### config.mk
export PLATFORM = sky130hd
export DESIGN_NAME = spi_target
export DESIGN_NICKNAME = d
export VERILOG_FILES = /design/src/rtl/azadi_spi_pkg.sv /design/src/rtl/spi_target_sync.sv /design/src/rtl/spi_target.sv
export SDC_FILE = /design/constraint.sdc
export NUM_CORES = 1
export LEC_CHECK = 0
export BUFFER_PORTS_ARGS = -buffer_cell sky130_fd_sc_hd__buf_2
export CAP_MARGIN = 20
export CELL_PAD_IN_SITES_DETAIL_PLACEMENT = 1
export CELL_PAD_IN_SITES_GLOBAL_PLACEMENT = 2
export CORE_MARGIN = 5
export CORE_UTILIZATION = 35
export DETAILED_ROUTE_END_ITERATION = 12
export GPL_ROUTABILITY_DRIVEN = 0
export PLACE_DENSITY = 0.76
export SYNTH_ARGS = -nofsm -noshare
export SYNTH_HDL_FRONTEND = slang
export SYNTH_SLANG_ARGS = --single-unit
### constraint.sdc
create_clock -name clk_i -period 2.2 [get_ports clk_i]
set_clock_uncertainty 0.1 [all_clocks]
set_input_delay 0.22 -clock clk_i [delete_from_list [all_inputs] [get_ports clk_i]]
set_output_delay 0.22 -clock clk_i [all_outputs]
set_load 0.01 [all_outputs]
### src/rtl/azadi_spi_pkg.sv
// rtl/azadi_spi_pkg.sv - shared types and constants for the SPI mode-0 target
package azadi_spi_pkg;

  // Target framing state: idle while deselected, active while CS is low
  typedef enum logic {
    ST_IDLE   = 1'b0,
    ST_ACTIVE = 1'b1
  } spi_state_e;

  // CPOL/CPHA encoding of the only supported mode
  localparam logic [1:0] SPI_MODE0 = 2'b00;

  // Word shifted out on MISO when software has nothing queued
  localparam logic [7:0] FILL_WORD_DEFAULT = 8'hFF;

endpackage

### src/rtl/spi_target_sync.sv
// rtl/spi_target_sync.sv - N-stage synchroniser with a configurable reset value
module spi_target_sync #(
  parameter int   STAGES    = 2,
  parameter logic RESET_VAL = 1'b0
) (
  input  logic clk_i,
  input  logic rst_ni,
  input  logic d_i,
  output logic q_o
);

  logic [STAGES-1:0] r_sync;

  // Shift the asynchronous input through the flop chain
  always_ff @(posedge clk_i or negedge rst_ni) begin
    if (!rst_ni) begin
      r_sync <= {STAGES{RESET_VAL}};
    end else begin
      r_sync <= {r_sync[STAGES-2:0], d_i};
    end
  end

  assign q_o = r_sync[STAGES-1];

endmodule

### src/rtl/spi_target.sv
// rtl/spi_target.sv - SPI mode-0 target with valid/ready RX and holding-register TX
module spi_target
  import azadi_spi_pkg::*;
#(
  parameter int                 DATA_W      = 8,
  parameter int                 SYNC_STAGES = 2,
  parameter logic [DATA_W-1:0]  FILL_WORD   = DATA_W'(FILL_WORD_DEFAULT)
) (
  input  logic              clk_i,
  input  logic              rst_ni,
  input  logic              sclk_i,
  input  logic              cs_ni,
  input  logic              sd_i,
  output logic              sd_o,
  output logic              sd_oe,
  input  logic [DATA_W-1:0] tx_data_i,
  input  logic              tx_valid_i,
  output logic              tx_ready_o,
  output logic [DATA_W-1:0] rx_data_o,
  output logic              rx_valid_o,
  input  logic              rx_ready_i,
  output logic              overrun_o,
  output logic              underrun_o,
  output logic              frame_err_o
);

  localparam int CNT_W = (DATA_W > 1) ? $clog2(DATA_W) : 1;
  localparam logic [CNT_W-1:0] LAST_BIT = CNT_W'(DATA_W - 1);

  logic w_sclk_s;
  logic w_cs_s;
  logic w_sd_s;

  spi_target_sync #(.STAGES(SYNC_STAGES), .RESET_VAL(1'b0)) u_sync_sclk (
    .clk_i (clk_i), .rst_ni (rst_ni), .d_i (sclk_i), .q_o (w_sclk_s)
  );
  spi_target_sync #(.STAGES(SYNC_STAGES), .RESET_VAL(1'b1)) u_sync_cs (
    .clk_i (clk_i), .rst_ni (rst_ni), .d_i (cs_ni), .q_o (w_cs_s)
  );
  spi_target_sync #(.STAGES(SYNC_STAGES), .RESET_VAL(1'b0)) u_sync_sd (
    .clk_i (clk_i), .rst_ni (rst_ni), .d_i (sd_i), .q_o (w_sd_s)
  );

  spi_state_e        r_state;
  spi_state_e        w_state_nxt;
  logic              r_sclk_d;
  logic [CNT_W-1:0]  r_bit_cnt;
  logic [DATA_W-1:0] r_tx_shift;
  logic [DATA_W-2:0] r_rx_shift;
  logic [DATA_W-1:0] r_hold;
  logic              r_hold_full;
  logic              r_sd_o;
  logic              r_sd_oe;
  logic [DATA_W-1:0] r_rx_data;
  logic              r_rx_valid;
  logic              r_overrun;
  logic              r_underrun;
  logic              r_frame_err;

  logic              w_enter;
  logic              w_exit;
  logic              w_rise;
  logic              w_fall;
  logic              w_load;
  logic              w_done;
  logic              w_tx_accept;
  logic [DATA_W-1:0] w_next_word;
  logic [DATA_W-1:0] w_rx_word;

  // State register
  always_ff @(posedge clk_i or negedge rst_ni) begin
    if (!rst_ni) begin
      r_state <= ST_IDLE;
    end else begin
      r_state <= w_state_nxt;
    end
  end

  // Next state plus the per-cycle strobes that drive the datapath
  always_comb begin
    w_state_nxt = r_state;
    w_enter     = 1'b0;
    w_exit      = 1'b0;
    w_rise      = 1'b0;
    w_fall      = 1'b0;
    case (r_state)
      ST_IDLE: begin
        if (!w_cs_s) begin
          w_state_nxt = ST_ACTIVE;
          w_enter     = 1'b1;
        end
      end
      ST_ACTIVE: begin
        if (w_cs_s) begin
          w_state_nxt = ST_IDLE;
          w_exit      = 1'b1;
        end else begin
          w_rise = w_sclk_s & ~r_sclk_d;
          w_fall = ~w_sclk_s & r_sclk_d;
        end
      end
      default: w_state_nxt = ST_IDLE;
    endcase
    w_load      = w_enter | (w_fall & (r_bit_cnt == '0));
    w_done      = w_rise & (r_bit_cnt == LAST_BIT);
    w_next_word = r_hold_full ? r_hold : FILL_WORD;
    w_rx_word   = {r_rx_shift, w_sd_s};
    w_tx_accept = tx_valid_i & ~r_hold_full;
  end

  // Shift engine: bit counter, MOSI deserialiser, MISO serialiser and pulses
  always_ff @(posedge clk_i or negedge rst_ni) begin
    if (!rst_ni) begin
      r_sclk_d    <= 1'b0;
      r_bit_cnt   <= '0;
      r_tx_shift  <= '0;
      r_rx_shift  <= '0;
      r_sd_o      <= 1'b0;
      r_sd_oe     <= 1'b0;
      r_underrun  <= 1'b0;
      r_frame_err <= 1'b0;
    end else begin
      r_sclk_d    <= w_sclk_s;
      r_underrun  <= 1'b0;
      r_frame_err <= 1'b0;
      if (w_exit) begin
        r_sd_oe     <= 1'b0;
        r_sd_o      <= 1'b0;
        r_bit_cnt   <= '0;
        r_frame_err <= (r_bit_cnt != '0);
      end
      if (w_enter) begin
        r_sd_oe   <= 1'b1;
        r_bit_cnt <= '0;
      end
      if (w_load) begin
        r_tx_shift <= w_next_word;
        r_sd_o     <= w_next_word[DATA_W-1];
        r_underrun <= ~r_hold_full;
      end else if (w_fall) begin
        r_tx_shift <= r_tx_shift << 1;
        r_sd_o     <= r_tx_shift[DATA_W-2];
      end
      if (w_rise) begin
        r_rx_shift <= w_rx_word[DATA_W-2:0];
        r_bit_cnt  <= w_done ? '0 : r_bit_cnt + 1'b1;
      end
    end
  end

  // TX holding register; an accept in the same cycle as a load wins the register
  always_ff @(posedge clk_i or negedge rst_ni) begin
    if (!rst_ni) begin
      r_hold      <= '0;
      r_hold_full <= 1'b0;
    end else if (w_tx_accept) begin
      r_hold      <= tx_data_i;
      r_hold_full <= 1'b1;
    end else if (w_load && r_hold_full) begin
      r_hold_full <= 1'b0;
    end
  end

  // RX output register with sticky overrun when the consumer falls behind
  always_ff @(posedge clk_i or negedge rst_ni) begin
    if (!rst_ni) begin
      r_rx_data  <= '0;
      r_rx_valid <= 1'b0;
      r_overrun  <= 1'b0;
    end else if (w_done) begin
      if (!r_rx_valid || rx_ready_i) begin
        r_rx_data  <= w_rx_word;
        r_rx_valid <= 1'b1;
      end else begin
        r_overrun <= 1'b1;
      end
    end else if (r_rx_valid && rx_ready_i) begin
      r_rx_valid <= 1'b0;
    end
  end

  assign sd_o        = r_sd_o;
  assign sd_oe       = r_sd_oe;
  assign tx_ready_o  = ~r_hold_full;
  assign rx_data_o   = r_rx_data;
  assign rx_valid_o  = r_rx_valid;
  assign overrun_o   = r_overrun;
  assign underrun_o  = r_underrun;
  assign frame_err_o = r_frame_err;

endmodule

## Word-level counts from Yosys, hierarchy flattened

Cells that the tools add are included.

| word-level totals | value |
|---|---|
| output and inout bits | 15 |
| flip-flop bits (word level) | 48 |

| cells by class | value |
|---|---|
| bitwise operators | 10 |
| reductions and logical operators | 15 |
| muxes and demuxes | 26 |
| $add $sub $neg | 1 |
| equality and inequality tests | 2 |

Operator list:

| operator | number |
|---|---|
| 2-to-1 mux 1 bit | 19 |
| 2-to-1 mux 7 bit | 2 |
| 2-to-1 mux 3 bit | 4 |
| nonzero test 3 bit | 3 |
| 2-to-1 mux 8 bit | 1 |
| nonzero test 2 bit | 4 |
| AND reduction 2 bit | 3 |
| AND 1 bit | 5 |
| NOT 1 bit | 4 |
| adder 3 x 1 -> 3 bit, second input constant | 1 |
| equality test 3 bit, second input constant | 1 |
| logical NOT 3 bit | 1 |
| logical AND 1 bit | 2 |
| != test 2 x 1 -> 1 bit, second input constant | 1 |
| logical NOT 1 bit | 1 |
| logical OR 1 bit | 1 |
| OR 1 bit | 1 |

## Longest topological paths before layout

| depth | value |
|---|---|
| depth in word-level cells | 9 |
| gate-level depth with buffers | 6 |

## Modules after synthesis

From an unflattened synthesis, not the netlist that was laid out.

| second synthesis, totals | value |
|---|---|
| cells, all modules | 151 |
| area, all modules | 1965.6 µm² |

By module, submodules not included:

| module | cells an instance | seq. area each (µm²) | area each (µm²) | times used |
|---|---|---|---|---|
| spi_target | 145 | 1051.0 | 1813.0 | 1 |
| spi_target_sync (u_sync_sclk ...) | 2 | 50.0 | 50.0 | 2 |
| spi_target_sync (u_sync_cs) | 2 | 52.6 | 52.6 | 1 |

## Worst setup path before layout

Ideal clock, no wire load.

| timing | value |
|---|---|
| path type | register to register |
| from | reg u_sync_cs.r_sync[1] |
| to | reg r_underrun, in the netlist underrun_o |
| period minus slack after synthesis | 1.637 ns |
| stages on the path, launching flop included | 7 |
| arrival | 1.418 ns |
| path slack | 0.563 ns |
| path through | dfstp_2 > inv_1 > ha_1 > clkinv_1 > clkbuf_1 > o21ai_0 > and2_1 |

RTL lines:

| element | line | source |
|---|---|---|
| start, declared | spi_target_sync.sv:12 | `logic [STAGES-1:0] r_sync;` |
| start signal, assigned | spi_target_sync.sv:17 | `r_sync <= {STAGES{RESET_VAL}};` |
| start signal, assigned | spi_target_sync.sv:19 | `r_sync <= {r_sync[STAGES-2:0], d_i};` |
| 2-to-1 mux 1 bit | n/a |  |
| via w_state_nxt | spi_target.sv:45 | `spi_state_e w_state_nxt;` |
| 2-to-1 mux 1 bit | spi_target.sv:86 | `case (r_state)` |
| via w_enter | spi_target.sv:60 | `logic w_enter;` |
| OR 1 bit | spi_target.sv:104 | `w_load = w_enter \| (w_fall & (r_bit_cnt == '0));` |
| 2-to-1 mux 1 bit | spi_target.sv:136 | `if (w_load) begin` |
| end signal, assigned | spi_target.sv:139 | `r_underrun <= ~r_hold_full;` |
| end, declared | spi_target.sv:57 | `logic r_underrun;` |

The timed path passes the listed nets, and every way through them passes these cells.
A chain may end at the register's enable or synchronous reset.

## Worst setup path in the final report

| timing | value |
|---|---|
| from | reg r_bit_cnt[0] |
| to | reg r_tx_shift[1] |

| between the ends | value |
|---|---|
| longest elaborated chain between the ends | 4 |

RTL lines:

| element | line | source |
|---|---|---|
| start, declared | spi_target.sv:47 | `logic [CNT_W-1:0] r_bit_cnt;` |
| start signal, assigned | spi_target.sv:146 | `r_bit_cnt <= w_done ? '0 : r_bit_cnt + 1'b1;` |
| logical NOT 3 bit (*) | spi_target.sv:104 |  |
| AND 1 bit (*) | spi_target.sv:104 |  |
| OR 1 bit (*) | spi_target.sv:104 |  |
| 2-to-1 mux 7 bit or nonzero test 2 bit (tied branches) | n/a |  |
| end signal, assigned | spi_target.sv:137 | `r_tx_shift <= w_next_word;` |
| end signal, assigned | spi_target.sv:141 | `r_tx_shift <= r_tx_shift << 1;` |
| end, declared | spi_target.sv:48 | `logic [DATA_W-1:0] r_tx_shift;` |

Every way passes the cells marked *; elsewhere a longest branch is shown, timed or not.

==> metrics.txt <==
y dimension of the die=~85 um; type of the worst setup path=flip-flop to flip-flop; post-route total power=~2.0 mW; CP startpoint kind=flip-flop; Synth top cells by count=sky130_fd_sc_hd__dfrtp_1 (46), sky130_fd_sc_hd__mux2_2 (23), sky130_fd_sc_hd__nand2_1 (8); final critical delay including setup and external delays=between 1500 and 2000 ps; syn_area_per_cell=around 13 um^2; area added between synthesis and finish=18.2%; Buffers on Ports=29; overall global routing resource usage=0.119; total iterations of the first detailed-routing run=4; top-level port count=30; type of the worst min-delay path=input port to flip-flop; WHS=55.4 ps; power per standard cell area=between 800 and 900 nW/um^2; net count reported at finish=207; Inserted Clock Buffers=5; number of antenna violations at the first check in global routing=0; first-pass GRT wire length=about 7000 um; Root Buffer Master=sky130_fd_sc_hd__clkbuf_8; highest net fanout along the worst path=8; Std-Cell Core Area=approximately 5500 um^2; Inserted Diodes=0; max-cap violations=0; Util after Layout=0.425; warning count from the yosys run=0; post-synthesis instance area=1970 um^2; flip-flop and latch count after synthesis=48; WP data required=~2300 ps; multi-input combinational cell area=a little under 700 um^2; post-synthesis cell count=~150; DRC violation count after routing=0; vias=1256; maximum vdd drop=340 uV; final WL=slightly below 4000 um; via/cell ratio=slightly below 5; vias in the first global route=around 1400; endpoint class of the critical path=flip-flop; Resized Gates After CTS=0; number of fill cells in the layout=609; static power due to leakage=between 1 and 1.5 nW; Cell Count Post-Placement=248; post-CTS setup repair buffer count=0; pin slew with the least headroom to its limit=between 800 and 900 ps; top area cells in the synthesized netlist=sky130_fd_sc_hd__dfrtp_1 (59%), sky130_fd_sc_hd__mux2_2 (13%), sky130_fd_sc_hd__ha_1 (3.2%); Die Footprint=just over 7000 um^2; Arr. time, crit path=between 1500 and 2000 ps; maximum achievable frequency=between 500 and 600 MHz; final hold violations=0; Row Count=27; non-filler cells in the finished layout=260; Congestion Overflow GR=0; run status=finished, final reports clean; iteration-0 DRC count of the detailed router=between 70 and 80; relative max-transition margin=0.403; area share of the largest cell type after synthesis=0.585; CTS sink count=48; clock transition at the register clock pins on the worst setup and hold paths after CTS=roughly 90 ps; CTS H-tree depth=2; routed length per instance=15.1 um; width of the chip=~85 um; setup repair after global routing missed its margin=no; total negative slack=0 ps; final number of max-transition violations=0; Antenna Nets Post-Route=0; initial core utilization=0.359; number of buffers on the longest clock path=2; ratio of cells with drive above 1 in the final layout=0.362; final period utilization=0.786; EDFF count, synth=0; part of the Yosys area used for sequential elements=0.612; final count of negative-setup-slack endpoints=0; TritonCTS clock tree=done; placed wire-length estimate after detailed placement=just under 3000 um; net count of the mapped netlist=approximately 170; most used flip-flop cell after synthesis=sky130_fd_sc_hd__dfrtp_1; maximum number of pins on one net before global-route repair=between 40 and 50; post-synthesis cell type with the largest combined area=sky130_fd_sc_hd__dfrtp_1; FF+latch area=around 1200 um^2; clock latency of the later-clocked register in the worst-skew pair=just under 300 ps; number of distinct library cells after synthesis=30; most frequent cell after synthesis=sky130_fd_sc_hd__dfrtp_1; fraction of synthesis flops using an asynchronous set or reset pin=1.00; quantity of hold-fixing buffers added after cts=4
[sequential cells by signal, indices dropped and copies added (netlist names), 2 cells and up]
signal,count
r_hold,8
rx_data_o,8
u_sync_sd.r_sync,2
u_sync_cs.r_sync,2
r_tx_shift,7
r_bit_cnt,3
r_rx_shift,7
u_sync_sclk.r_sync,2
[path summary, 6_finish.rpt]
path | startpoint | to | slack, ps | cells after the start
setup / recovery | r_bit_cnt[0] | r_tx_shift[1] | 470 | 5
hold / removal | tx_data_i[5] | r_hold[5] | 60 | 2
setup reg to reg | r_bit_cnt[0] | r_tx_shift[1] | 470 | 5
hold reg to reg | u_sync_sd.r_sync[0] | u_sync_sd.r_sync[1] | 260 | 0
max in group asynchronous | rst_ni | r_hold[0] | 840 | 3
min in group asynchronous | rst_ni | rx_data_o[5] | 490 | 2
[cells by family (layout without fill, tap and decap cells)]
kind of cell,after synthesis,in the layout,synth area share
AOI/OAI and AO/OA,24,24,0.0821
adders and majority gates,5,5,0.0318
buffers and inverters,15,52,0.0356
DFF,48,48,0.612
muxes,23,23,0.132
and+or+nand+nor,36,36,0.107
[worst max-delay path, cell delays in order (launching register included)]
cell and delay (ps):
sky130_fd_sc_hd__dfrtp_1 430, sky130_fd_sc_hd__inv_1 70, sky130_fd_sc_hd__ha_1 160, sky130_fd_sc_hd__nor2b_1 490, sky130_fd_sc_hd__nor3_1 90, sky130_fd_sc_hd__o31ai_1 290
[where the power goes]
| group | switching [mW] | internal, mW | total, mW | leakage [nW] |
|---|---|---|---|---|
| logic | 0.155 | 0.164 | 0.318 | 0.459 |
| clock network | 0.286 | 0.251 | 0.537 | 0.0510 |
| registers | 0.0913 | 1.03 | 1.12 | 0.603 |
| total | 0.532 | 1.45 | 1.98 | 1.11 |
[cell usage in the layout, fill, tap and decap left out, types with 2 or more instances in the layout]
cell type	n
sky130_fd_sc_hd__buf_4	5
sky130_fd_sc_hd__and2_1	3
sky130_fd_sc_hd__clkinv_2	2
sky130_fd_sc_hd__o21bai_1	2
sky130_fd_sc_hd__ha_1	5
sky130_fd_sc_hd__clkinv_1	2
sky130_fd_sc_hd__mux2_2	23
sky130_fd_sc_hd__dfrtp_1	46
sky130_fd_sc_hd__nor3_1	7
sky130_fd_sc_hd__nand2_1	8
sky130_fd_sc_hd__o31ai_1	7
sky130_fd_sc_hd__nor2b_1	2
sky130_fd_sc_hd__a211oi_1	6
sky130_fd_sc_hd__dlygate4sd3_1	4
sky130_fd_sc_hd__inv_1	4
sky130_fd_sc_hd__nand3_1	7
sky130_fd_sc_hd__buf_2	29
sky130_fd_sc_hd__clkbuf_8	6
sky130_fd_sc_hd__nand2b_1	3
sky130_fd_sc_hd__o21ai_0	6
sky130_fd_sc_hd__dfstp_2	2
[through the flow]
stage               instance area (um^2)  worst slack (ps)
floorplan                           1970               563
global placement                    2190               551
detailed placement                  2190               495
CTS                                 2320               446
global route                        2320               298
finish                              2320               471
[metal layers]
metal,vias to the layer above,part of all wire,track usage
li1,601,-,-
met1,629,0.46,0.153
met5,-,0,0
met2,20,0.50,0.202
met3,6,0.028,0.0204
met4,0,0.012,0.0432
[area by class of cell]
type	count	area share
Clock inverter	2	0.00431
Multi-Input combinational cell	88	0.298
Tap cell	72	0.0388
Timing Repair Buffer	38	0.0958
Clock buffer	6	0.0355
Sequential cell	48	0.518
Inverter	6	0.00969
(Power assumes the default switching activity.)
